### src/rtl/evm_pkg.sv
// Shared types and helpers for the evm_ballot_unit voting core.
// The optional winner/tie comparator is enabled by defining EVM_WINNER_EN.
package evm_pkg;

  typedef enum logic [2:0] {
    IDLE,
    ARMED,
    HOLD,
    COMMIT,
    RELEASE
  } evm_state_e;

  typedef enum logic {
    MODE_VOTE   = 1'b0,
    MODE_RESULT = 1'b1
  } evm_mode_e;

  localparam int EVM_MAX_CAND = 32;
  localparam int EVM_IDX_W    = 5;

  typedef struct packed {
    logic [EVM_IDX_W-1:0] idx;
    logic                 valid;
  } onehot_t;

  // valid only when exactly one bit is set; idx is then that bit's position
  function automatic onehot_t onehot_idx(input logic [EVM_MAX_CAND-1:0] vec);
    onehot_t     res;
    int unsigned ones;
    res.idx   = '0;
    res.valid = 1'b0;
    ones      = 0;
    for (int i = 0; i < EVM_MAX_CAND; i++) begin
      if (vec[i]) begin
        ones    = ones + 1;
        res.idx = EVM_IDX_W'(i);
      end
    end
    res.valid = (ones == 1);
    return res;
  endfunction

endpackage

### src/rtl/evm_button_qualifier.sv
// Button synchroniser, one-hot decode and hold counter for evm_ballot_unit.
// Emits qual_pulse once a single button has been held for HOLD_CYC samples.
module evm_button_qualifier
  import evm_pkg::*;
#(
  parameter  int NUM_CAND = 4,
  parameter  int HOLD_CYC = 10,
  localparam int SEL_W    = $clog2(NUM_CAND)
) (
  input  logic                clk,
  input  logic                rst,
  input  logic                en,
  input  logic                holding,
  input  logic [NUM_CAND-1:0] button,
  output logic [NUM_CAND-1:0] btn_s,
  output logic                btn_onehot,
  output logic [SEL_W-1:0]    btn_idx,
  output logic                hold_match,
  output logic                qual_pulse,
  output logic [SEL_W-1:0]    qual_idx
);

  localparam int HOLD_W = $clog2(HOLD_CYC + 1);

  logic [NUM_CAND-1:0] sync1_reg, sync2_reg;
  logic [HOLD_W-1:0]   hold_cnt_reg, hold_cnt_next;
  logic [SEL_W-1:0]    idx_reg, idx_next;
  onehot_t             oh;
  logic                idx_unused;

  always_ff @(posedge clk or posedge rst) begin
    if (rst) begin
      sync1_reg <= '0;
      sync2_reg <= '0;
    end else begin
      sync1_reg <= button;
      sync2_reg <= sync1_reg;
    end
  end

  assign btn_s      = sync2_reg;
  assign oh         = onehot_idx(EVM_MAX_CAND'(sync2_reg));
  assign btn_onehot = oh.valid;
  assign btn_idx    = oh.idx[SEL_W-1:0];
  assign idx_unused = ^(oh.idx >> SEL_W);
  assign hold_match = (sync2_reg == (NUM_CAND'(1) << idx_reg));

  // the first one-hot sample while armed already counts as sample 1
  always_comb begin
    hold_cnt_next = '0;
    idx_next      = idx_reg;
    if (en) begin
      if (!holding) begin
        if (oh.valid) begin
          hold_cnt_next = HOLD_W'(1);
          idx_next      = oh.idx[SEL_W-1:0];
        end
      end else if (hold_match && (hold_cnt_reg < HOLD_W'(HOLD_CYC))) begin
        hold_cnt_next = hold_cnt_reg + HOLD_W'(1);
      end
    end
  end

  assign qual_pulse = en && (hold_cnt_next == HOLD_W'(HOLD_CYC));
  assign qual_idx   = idx_next;

  always_ff @(posedge clk or posedge rst) begin
    if (rst) begin
      hold_cnt_reg <= '0;
      idx_reg      <= '0;
    end else begin
      hold_cnt_reg <= hold_cnt_next;
      idx_reg      <= idx_next;
    end
  end

endmodule

### src/rtl/evm_ballot_unit.sv
// Electronic voting machine core: arm/hold/commit FSM, saturating tallies, readback.
// Define EVM_WINNER_EN to add the registered winner/tie outputs.
module evm_ballot_unit
  import evm_pkg::*;
#(
  parameter  int NUM_CAND = 4,
  parameter  int CNT_W    = 8,
  parameter  int HOLD_CYC = 10,
  localparam int SEL_W    = $clog2(NUM_CAND)
) (
  input  logic                clock,
  input  logic                reset,
  input  logic                mode,
  input  logic                ballot_arm,
  input  logic [NUM_CAND-1:0] candidate_button,
  output logic                armed,
  output logic                vote_ack,
  output logic [SEL_W-1:0]    vote_idx,
  output logic [CNT_W-1:0]    result,
  output logic                overflow
`ifdef EVM_WINNER_EN
  ,
  output logic [SEL_W-1:0]    winner,
  output logic                tie
`endif
);

  localparam logic [CNT_W-1:0] CNT_MAX = '1;

  evm_state_e          state_reg, state_next;
  evm_mode_e           mode_e;
  logic [NUM_CAND-1:0] btn_s;
  logic                btn_onehot, hold_match, qual_pulse, q_en, q_holding;
  logic [SEL_W-1:0]    btn_idx, qual_idx;
  logic [CNT_W-1:0]    count_vec [NUM_CAND];
  logic [CNT_W-1:0]    result_reg;
  logic                overflow_reg;

  assign mode_e    = evm_mode_e'(mode);
  assign q_holding = (state_reg == HOLD);
  assign q_en      = ((state_reg == ARMED) || (state_reg == HOLD)) && (mode_e == MODE_VOTE);

  evm_button_qualifier #(
    .NUM_CAND (NUM_CAND),
    .HOLD_CYC (HOLD_CYC)
  ) u_qual (
    .clk        (clock),
    .rst        (reset),
    .en         (q_en),
    .holding    (q_holding),
    .button     (candidate_button),
    .btn_s      (btn_s),
    .btn_onehot (btn_onehot),
    .btn_idx    (btn_idx),
    .hold_match (hold_match),
    .qual_pulse (qual_pulse),
    .qual_idx   (qual_idx)
  );

  always_ff @(posedge clock or posedge reset) begin
    if (reset) state_reg <= IDLE;
    else       state_reg <= state_next;
  end

  always_comb begin
    state_next = state_reg;
    case (state_reg)
      IDLE:    if (ballot_arm) state_next = ARMED;
      ARMED: begin
        if (qual_pulse)      state_next = COMMIT;
        else if (btn_onehot) state_next = HOLD;
      end
      HOLD: begin
        if (qual_pulse)       state_next = COMMIT;
        else if (!hold_match) state_next = ARMED;
      end
      COMMIT:  state_next = RELEASE;
      RELEASE: if (btn_s == '0) state_next = IDLE;
      default: state_next = IDLE;
    endcase
    // result mode aborts any ballot; a vote already in COMMIT still lands this cycle
    if (mode_e == MODE_RESULT) state_next = IDLE;
  end

  always_comb begin
    armed    = (state_reg == ARMED) || (state_reg == HOLD);
    vote_ack = (state_reg == COMMIT);
    vote_idx = vote_ack ? qual_idx : '0;
  end

  for (genvar gi = 0; gi < NUM_CAND; gi++) begin : g_cnt
    logic [CNT_W-1:0] cnt_reg;
    always_ff @(posedge clock or posedge reset) begin
      if (reset) begin
        cnt_reg <= '0;
      end else if (vote_ack && (qual_idx == SEL_W'(gi)) && (cnt_reg != CNT_MAX)) begin
        cnt_reg <= cnt_reg + CNT_W'(1);
      end
    end
    assign count_vec[gi] = cnt_reg;
  end

  always_ff @(posedge clock or posedge reset) begin
    if (reset) begin
      overflow_reg <= 1'b0;
      result_reg   <= '0;
    end else begin
      if (vote_ack && (count_vec[qual_idx] == CNT_MAX)) overflow_reg <= 1'b1;
      if (mode_e == MODE_VOTE)  result_reg <= '0;
      else if (btn_onehot)      result_reg <= count_vec[btn_idx];
    end
  end

  assign result   = result_reg;
  assign overflow = overflow_reg;

`ifdef EVM_WINNER_EN
  logic [SEL_W-1:0] winner_reg, winner_next;
  logic             tie_reg, tie_next;
  int               n_max;

  // lowest index wins on equal counts because only a strictly larger count replaces it
  always_comb begin
    winner_next = '0;
    n_max       = 0;
    for (int i = 1; i < NUM_CAND; i++) begin
      if (count_vec[i] > count_vec[winner_next]) winner_next = SEL_W'(i);
    end
    for (int i = 0; i < NUM_CAND; i++) begin
      if (count_vec[i] == count_vec[winner_next]) n_max = n_max + 1;
    end
    tie_next = (n_max >= 2);
  end

  always_ff @(posedge clock or posedge reset) begin
    if (reset) begin
      winner_reg <= '0;
      tie_reg    <= 1'b1;
    end else begin
      winner_reg <= winner_next;
      tie_reg    <= tie_next;
    end
  end

  assign winner = winner_reg;
  assign tie    = tie_reg;
`endif

endmodule

### config.mk
export PLATFORM = sky130hd
export DESIGN_NAME = evm_ballot_unit
export DESIGN_NICKNAME = d
export VERILOG_FILES = /design/src/rtl/evm_pkg.sv /design/src/rtl/evm_button_qualifier.sv /design/src/rtl/evm_ballot_unit.sv
export SDC_FILE = /design/constraint.sdc
export NUM_CORES = 1
export LEC_CHECK = 0
export CORE_UTILIZATION = 58
export CTS_CLUSTER_DIAMETER = 30
export CTS_CLUSTER_SIZE = 10
export DETAILED_ROUTE_END_ITERATION = 12
export PLACE_DENSITY = 0.89
export SLEW_MARGIN = 30
export SYNTH_ARGS = -nofsm -noshare
export SYNTH_HDL_FRONTEND = slang
export SYNTH_SLANG_ARGS = --single-unit
### constraint.sdc
create_clock -name clock -period 3.9 [get_ports clock]
set_input_delay 0.585 -clock clock [delete_from_list [all_inputs] [get_ports clock]]
set_output_delay 0.585 -clock clock [all_outputs]
set_load 0.1 [all_outputs]
==> impl_metrics.ini <==
[detailed_routing]
dr.pass1.iters = 5
drt_iter0_drc = 191
via_per_inst = 6.11
vias = 2342
drc = 0
drt-total-wl_mm = 6.25
ant_nets = 0
routedWlPerCell_um = 16.3

[timing]
tns_ns = 0
worst_pin_slew_ns = 0.979
layout_min_cycle_time_ns = 3.60
fin_crit_sh_pct = 92.4
setup_viol = 0
maxSlewViolCount = 0
slew_headroom_pct = 34.6
fin_skew_ns = 0.00677
rsz0062_at_grt = false
max_freq_mhz = 278
hold_viol = 0

[clocking]
cts_tree = built
cts_setup_buffers = 0
clk_latency_ns = 0.34
cts.sinks = 58
clk_pin_slew_ns = 0.06
cts_buffers = 9
htree_num_levels = 3
cts_max_path_buffers = 2
cts_resized = 0
cts_hold_buf = 0
cts_root_buffer = clkbuf_8

[critical_path]
critPathCaptureType = primary output
r2r_slack_ns = 0.71
cp_max_fo = 5
crit_required_ns = 3.31
crit_chain = inv_1 -> ha_1 -> xor2_1 -> ha_1 -> nand2b_1 -> o221a_4 -> o32a_4 -> nand2_1 -> nor2_4 -> buf_12
cp.arrival_ns = 3.02
crit_slowest_cell = o32a_4
crit_top_cell = ha_1
start_kind = flip-flop
critical_path_class = reg -> out
cpPeakStageDelay_ns = 0.42

[power]
ir_drop_mv = 0.340
power_density_nw_per_um2 = 422
total_power_uw = 1460
power_leakage_uw = 0.00160

[die]
rows = 25
ioPinCount = 21
core_area_um2 = 4850
initial_utilization_pct = 61.7
dieArea_um2 = 5450
die_height_um = 73.8
die_x_um = 73.8

[synth]
synth_edf_count = 0
synth_cell_types = 49
synth_nets = 301
ys_warn_count = 0
synthArstFlopShare_pct = 100
synth_top_cell_by_area = dfrtp_1
synthCells = 285
synth_most_common_cell = dfrtp_1
syn_area_um2 = 2990
ys_top_cells_by_count = dfrtp_1, nand2_1, xnor2_1
ys_seq_area_share_pct = 48.5
synth_top_area_share_pct = 48.5
synth.avg_cell_area_um2 = 10.5
synth-seq-cells = 58
synthTopCellsByArea = dfrtp_1, xnor2_1, nand2_1
ys.flop_type = dfrtp_1

[global_routing]
gr-total-overflow = 0
antenna_found_initial = 0
grt_pass1_wl_mm = 10.4
grt_pass1_vias = 2259
grt_use_total_pct = 26.3
grt_max_degree = 32

[cells_and_area]
area_growth_pct = 15.3
fin_area_um2 = 3450
final_nets = 328
multi_input_area_um2 = 1470
fillers = 344
seqCellArea_um2 = 1450
largest_reg_flops = 32
diodes = 0
layout-drive-gt1-share_pct = 10.8
postLayoutCoreUtil_pct = 71.1

[placed_design]
dpl_cell_area_um2 = 3280
gp_congestion = 0.880
dp_hpwl_mm = 4.54
portBuffers = 20

[hold_path]
hold_path.class = reg -> reg

[outcome]
run_status = completed

[run]
maxCapViolCount = 0
## cell families (layout without fill, tap and decap cells)
| family | after synthesis | in the layout | share of synthesized area (%) |
|---|---|---|---|
| AO/OA/AOI/OAI | 51 | 51 | 13.6 |
| flip-flops | 58 | 58 | 48.5 |
| XOR/XNOR | 30 | 30 | 8.79 |
| AND/OR/NAND/NOR | 104 | 104 | 17.6 |
| multiplexers | 16 | 16 | 5.56 |
| buffers and inverters | 18 | 49 | 2.55 |
| adder cells (fa/ha/maj) | 8 | 8 | 3.35 |
## cells in the final DEF (no fill, tap or decap), types with 2 or more instances in the layout
cell             instances
a21oi_1                 12
and3_1                   4
and4_1                   2
buf_4                    4
clkbuf_8                11
clkdlybuf4s50_1         18
clkinv_2                 3
dfrtp_1                 57
ha_1                     8
inv_1                   10
mux2_2                   4
mux2i_1                 11
nand2_1                 31
nand2b_1                 5
nand3_1                 14
nand4_1                 11
nor2_1                  18
nor3_1                   6
nor3b_1                  2
o211a_1                  8
o211ai_1                 7
o21ai_0                  8
o31ai_1                  3
xnor2_1                 20
xor2_1                  10
## per-stage QoR
step / hold WS (ns) / std cells / setup WS [ns]
2_1_floorplan: 0.331 / 285 / 0.227
3_3_place_gp: 0.346 / 368 / 0.730
3_5_place_dp: 0.339 / 368 / 0.595
4_1_cts: 0.353 / 383 / 0.217
5_1_grt: 0.373 / 383 / 0.139
6_report: 0.350 / 383 / 0.297
## metal layers
metal	track usage (%)	vias to the layer above	part of all wire, %
met4	10.0	0	1.4
li1	-	1087	-
met1	33.2	1168	44
met3	9.05	10	5.5
met2	41.7	77	49
met5	0	-	0
## worst max-delay path: cells and delay by family, from the launching register on
kind,cells,cell delay [ns]
flip-flops,1,0.38
AND/OR/NAND/NOR,3,0.42
XOR/XNOR,1,0.25
buffers and inverters,2,0.24
adder cells (fa/ha/maj),2,0.62
AO/OA/AOI/OAI,2,0.76
## power breakdown
group	switching [uW]	internal [uW]
logic	185	93.2
registers	57.0	640
clock network	222	258
total	464	992
## cell type report
class,count,share of cell area (%)
clock inverter,3,0.435
clock buffer,12,4.50
timing repair buffer,23,6.68
tap,67,2.43
sequential,58,42.1
inverter,11,1.20
multi-input combinational,209,42.6
## worst paths after layout
path,start,to,depth (start not counted)
worst max-delay path,u_qual.btn_s[0],vote_idx[0],10
worst min-delay path,u_qual.sync1_reg[3],u_qual.btn_s[3],0
worst max register to register,u_qual.btn_s[0],g_cnt[2].cnt_reg[1],9
worst min register to register,u_qual.sync1_reg[3],u_qual.btn_s[3],0
max in group asynchronous,reset,g_cnt[0].cnt_reg[0],3
min in group asynchronous,reset,result[4],2
Power figures use the tool's default switching activity.
==> RTL edit 1, RTL diff (same settings) <==
Register the inputs `mode` and `candidate_button` before use, without a reset. The logic sees them one clock later. The other inputs are not delayed to match. Comments in the files are not updated.
--- a/src/rtl/evm_ballot_unit.sv
+++ b/src/rtl/evm_ballot_unit.sv
@@ -27,6 +27,14 @@
 
   localparam logic [CNT_W-1:0] CNT_MAX = '1;
 
+  logic mode_q;
+  logic [NUM_CAND-1:0] candidate_button_q;
+
+  always_ff @(posedge clock) begin
+    mode_q             <= mode;
+    candidate_button_q <= candidate_button;
+  end
+
   evm_state_e          state_reg, state_next;
   evm_mode_e           mode_e;
   logic [NUM_CAND-1:0] btn_s;
@@ -36,7 +44,7 @@
   logic [CNT_W-1:0]    result_reg;
   logic                overflow_reg;
 
-  assign mode_e    = evm_mode_e'(mode);
+  assign mode_e    = evm_mode_e'(mode_q);
   assign q_holding = (state_reg == HOLD);
   assign q_en      = ((state_reg == ARMED) || (state_reg == HOLD)) && (mode_e == MODE_VOTE);
 
@@ -48,7 +56,7 @@
     .rst        (reset),
     .en         (q_en),
     .holding    (q_holding),
-    .button     (candidate_button),
+    .button     (candidate_button_q),
     .btn_s      (btn_s),
     .btn_onehot (btn_onehot),
     .btn_idx    (btn_idx),
Formal check against the unedited RTL: not equivalent (Yosys sat finds a counterexample within 4 cycles, from zero or initial values and one cycle with reset high).
==> RTL edit 1 against the unedited design <==
Area after synthesis grew 9.5%; sequential power rose by 7.2%; total power rose by 15%; die area rose by 9.2%; routed wire length up 6.2%; clock power grew 30%; design area up 8.7%; utilization about the same; sequential cell count increased by 5; hold slack worse by 0.019 ns; clock skew up 0.0038 ns; setup slack worse by 0.054 ns; largest power group unchanged.
==> RTL edit 1: results (changes against the unedited design) <==
| Metric | Value |
|---|---|
| RR Startpoint | `u_qual.btn_s[0] (unchanged)` |
| Synth top area cells | `dfrtp_1 44%, mux2i_1 5.8%, xor2_1 4.5%, xnor2_1 3.5%, nand2_1 3.2% (was dfrtp_1 49%, xnor2_1 5.9%, nand2_1 3.9%, mux2i_1 3.7%, ha_1 3.3%)` |
| Worst vdd ir | `0.3727 mV (was 0.3399 mV)` |
| Arrival @ worst endpoint | `3.07 ns (was 3.02 ns)` |
| Nets | `353 (was 328)` |
| Clk_lat worst skew | `approximately 0.35 ns` |
| Hold Crit Class | `flip-flop to flip-flop (unchanged)` |
| DRT Pass-1 Iters | `5 (unchanged)` |
| Worst slack at placement | `0.4984 ns (was 0.5948 ns)` |
| Initial DRC Count | `155 (was 191)` |
| Rel. slew slack | `34.06% (was 34.56%)` |
| Asr flop ratio synth | `92.06% (was 100.0%)` |
| Pin count of the biggest net entering global routing | `41 (was 32)` |
| Status | `finished clean (unchanged)` |
| DRT Wirelength | `6643 um (was 6254 um)` |
| Fmax | `0.2735 GHz (was 0.2776 GHz)` |
| R2r setup slk | `0.91 ns (was 0.71 ns)` |
| CTS-repair resized insts | `0 (unchanged)` |
| P_leak | `0.001719 uW (was 0.001602 uW)` |
| GPL Wtd Cong | `0.9682 (was 0.8799)` |
| Sequential fraction of the synthesis area | `47.38% (was 48.54%)` |
| Crit path largest cell delay | `0.39 ns (was 0.42 ns)` |
| Number of post-CTS setup repair buffers | `0 (unchanged)` |
| Layout cells sized above 1 | `11.70% (was 10.76%)` |
| CP Max Fanout | `15 (was 5)` |
| CP max-delay cell | `dfrtp_1 (was o32a_4)` |
| First-pass GRT wire length | `11290 um (was 10440 um)` |
| IO Port Bufs | `20 (unchanged)` |
| Mapped Nets | `332 (was 301)` |
| FF-to-FF End | `u_qual.idx_reg[1] (was g_cnt[2].cnt_reg[1])` |
| Vias | `2476 (was 2342)` |
| Switching Power | `535.9 uW (was 463.6 uW)` |
| Filler cells | `397 (was 344)` |
| CTS max path bufs | `2 (unchanged)` |
| N_diodes | `0 (unchanged)` |
| Clock Skews | `0.01054 ns (was 0.006769 ns)` |
| # H-tree levels | `3 (unchanged)` |
| DP Area | `3516 um^2 (was 3277 um^2)` |
| Vias in the first global route | `2351 (was 2259)` |
| Synth cell count leaders | `58 x dfrtp_1, 28 x nand2_1, 26 x nor2_1 (was 58 x dfrtp_1, 31 x nand2_1, 20 x xnor2_1)` |
| Total track usage | `24.65% (was 26.28%)` |
| Yosys cell types | `51 (was 49)` |
| Max FFs per register | `32 (unchanged)` |
| CP Class | `flip-flop to output port (unchanged)` |
| Detailed Place HPWL | `4705 um (was 4543 um)` |
RTL edit 1: cell families after synthesis:
kind of cell	count (synthesis)	synth area share, %
AO/OA/AOI/OAI	48	11.12
AND/OR/NAND/NOR	123	20.10
flip-flops	63	47.38
buffers and inverters	21	3.133
multiplexers	23	7.184
adder cells (fa/ha/maj)	8	3.057
XOR/XNOR	30	8.024
RTL edit 1: per-stage QoR:
stage	cells	total power (uW)	hold slack (ns)
detailed placement	396	1062	0.3214
floorplan	316	991.1	0.3163
finish	412	1680	0.3302
global route	412	1752	0.3372
global placement	396	1048	0.3188
CTS	412	1686	0.3319
RTL edit 1: worst min-delay path by stage:
stage | slack [ns] | cells past startpoint | from | endpoint
finish | 0.33 | 0 | candidate_button_q[3] | u_qual.sync1_reg[3]
global route | 0.34 | 0 | candidate_button_q[3] | u_qual.sync1_reg[3]
CTS | 0.33 | 0 | candidate_button_q[3] | u_qual.sync1_reg[3]
detailed placement | 0.32 | 0 | candidate_button_q[3] | u_qual.sync1_reg[3]
global placement | 0.32 | 0 | candidate_button_q[1] | u_qual.sync1_reg[1]
floorplan | 0.32 | 0 | candidate_button_q[0] | u_qual.sync1_reg[0]
RTL edit 1: per-layer routing:
layer	vias to the layer above	share of wire [%]	global-route usage, %
li1	1173	-	-
met1	1194	45	31.46
met2	92	48	39.73
met3	17	5.5	7.381
met4	0	2.0	8.491
met5	-	0	0
RTL edit 1: worst max-delay path, delay by kind of cell, from the launching register on:
family | cells | cell delay, ns
AOI/OAI and AO/OA | 2 | 0.67
xor gates and xnor gates | 1 | 0.24
adders and majority gates | 2 | 0.65
buffers and inverters | 2 | 0.26
DFF | 1 | 0.39
and+or+nand+nor | 3 | 0.50
RTL edit 1: area by class of cell:
type,instances,area (um^2),area share (%)
Clock buffer,9,123.9,3.306
Clock inverter,7,97.59,2.604
Inverter,9,33.78,0.9015
Multi-Input combinational cell,232,1632,43.54
Sequential cell,63,1553,41.44
Tap cell,70,87.58,2.337
Timing Repair Buffer,22,220.2,5.876
RTL edit 1: power by group through the flow:
stage               clock network (uW)  logic, uW  registers, uW
finish                             624        308            747
global route                       666        331            755
CTS                                635        304            746
detailed placement                   0        303            759
global placement                     0        293            755
floorplan                            0        177            814
==> RTL edit 2, RTL diff (same flow settings) <==
Made on the original files. Change the parameter `CNT_W` from 8 to 10.
--- a/src/rtl/evm_ballot_unit.sv
+++ b/src/rtl/evm_ballot_unit.sv
@@ -4,7 +4,7 @@
   import evm_pkg::*;
 #(
   parameter  int NUM_CAND = 4,
-  parameter  int CNT_W    = 8,
+  parameter  int CNT_W    = 10,
   parameter  int HOLD_CYC = 10,
   localparam int SEL_W    = $clog2(NUM_CAND)
 ) (
Interface: changed (resized result); port bits go from 21 to 23. The function was not compared with the original's and may differ.
==> RTL edit 2 against the unedited design <==
Register-to-register slack got worse by 0.16 ns; maximum frequency fell by 2.8%; via count grew 20%; utilization decreased by 2.3 points; setup slack got worse by 0.10 ns; design area increased by 19%; routed wire length increased by 21%; total power increased by 16%; synthesized cell count rose by 27%; sequential power rose by 15%; largest power group unchanged; hold slack about the same; sequential cell count is 10 higher; area after synthesis grew 21%.
==> RTL edit 2: results (changes against the unedited design) <==
| Metric | Value |
|---|---|
| Clock-cell share | `4.582% (was 4.935%)` |
| #MultiIn Comb | `264 (was 209)` |
| Vias in the first global route | `2671 (was 2259)` |
| Pin count of the biggest net entering global routing | `69 (was 32)` |
| Endpoint, Worst Hold | `u_qual.btn_s[0] (was u_qual.btn_s[3])` |
| Max FFs per register | `40 (was 32)` |
| Met1 usage | `34.66% (was 33.15%)` |
| Multi-input combinational area share | `43.83% (was 42.63%)` |
| Initial DRC Count | `163 (was 191)` |
| Syn Area/Cell | `10.00 um^2 (was 10.49 um^2)` |
| CP Max Fanout | `6 (was 5)` |
| Met2 Wirelength | `3720 um (was 3063 um)` |
| Met3 WL post-DR | `369 um (was 343 um)` |
| Arrival @ worst endpoint | `3.12 ns (was 3.02 ns)` |
| Status | `finished clean (unchanged)` |
| Nonclk buf count | `26 (was 23)` |
| Fmax | `0.2697 GHz (was 0.2776 GHz)` |
| Layout area overhead | `13.44% (was 15.31%)` |
| WHS | `0.3497 ns (about the same)` |
| Grt met3 use | `6.067% (was 9.053%)` |
| Buffer share of cell area | `6.292% (was 6.676%)` |
| Synth top area cells | `dfrtp_1 47%, xor2_1 6.3%, nor2_1 4.3%, nand2_1 3.5%, xnor2_1 3.2% (was dfrtp_1 49%, xnor2_1 5.9%, nand2_1 3.9%, mux2i_1 3.7%, ha_1 3.3%)` |
| Rel. slew slack | `34.29% (was 34.56%)` |
| DRT Pass-1 Iters | `4 (was 5)` |
| Metal1 wirelength | `3329 um (was 2757 um)` |
| Worst slack at placement | `0.5908 ns (was 0.5948 ns)` |
| FF-to-FF End | `g_cnt[3].cnt_reg[8] (was g_cnt[2].cnt_reg[1])` |
| Layout cells sized above 1 | `10.00% (was 10.76%)` |
| Placed cells | `449 (was 368)` |
| P_leak | `0.001931 uW (was 0.001602 uW)` |
| First-pass GRT wire length | `12720 um (was 10440 um)` |
| Total track usage | `26.09% (was 26.28%)` |
| DRT Wirelength | `7587 um (was 6254 um)` |
| Vias | `2805 (was 2342)` |
| Mapped Nets | `377 (was 301)` |
| Filler cells | `447 (was 344)` |
| Clock Skews | `0.009704 ns (was 0.006769 ns)` |
| Synth cell count leaders | `68 x dfrtp_1, 41 x nor2_1, 34 x nand2_1 (was 58 x dfrtp_1, 31 x nand2_1, 20 x xnor2_1)` |
| DP Area | `3909 um^2 (was 3277 um^2)` |
| Fraction of area in registers | `41.54% (was 42.13%)` |
| Hold Crit Start | `u_qual.sync1_reg[0] (was u_qual.sync1_reg[3])` |
| GR Util met2 | `41.85% (was 41.69%)` |
| IO Port Bufs | `22 (was 20)` |
RTL edit 2: changes by cell type in the layout (fill, tap and decap cells not counted), sizes merged, moves of 3 or more:
cell / change
a21oi: +3
dfrtp: +10
inv: +5
nand2: +3
nand3b: +3
nand4: -3
nor2: +23
nor3: +8
nor4: +3
o211ai: +4
o21ai: +3
xnor2: -7
xor2: +16
RTL edit 2: report_power, final:
group | total (uW) | switching (uW) | internal, uW
clock | 539 | 260 | 279
combinational | 340 | 239 | 101
sequential | 803 | 57.1 | 746
total | 1680 | 556 | 1130
RTL edit 2: logic make-up (layout without fill, tap and decap cells):
kind of cell | Yosys count | in the layout | share of synthesized area, %
AOI/OAI and AO/OA | 57 | 57 | 11.85
xor gates and xnor gates | 39 | 39 | 9.460
adders and majority gates | 8 | 8 | 2.772
buffers and inverters | 29 | 58 | 3.292
DFF | 68 | 68 | 47.12
muxes | 17 | 17 | 5.024
and+or+nand+nor | 143 | 143 | 20.48
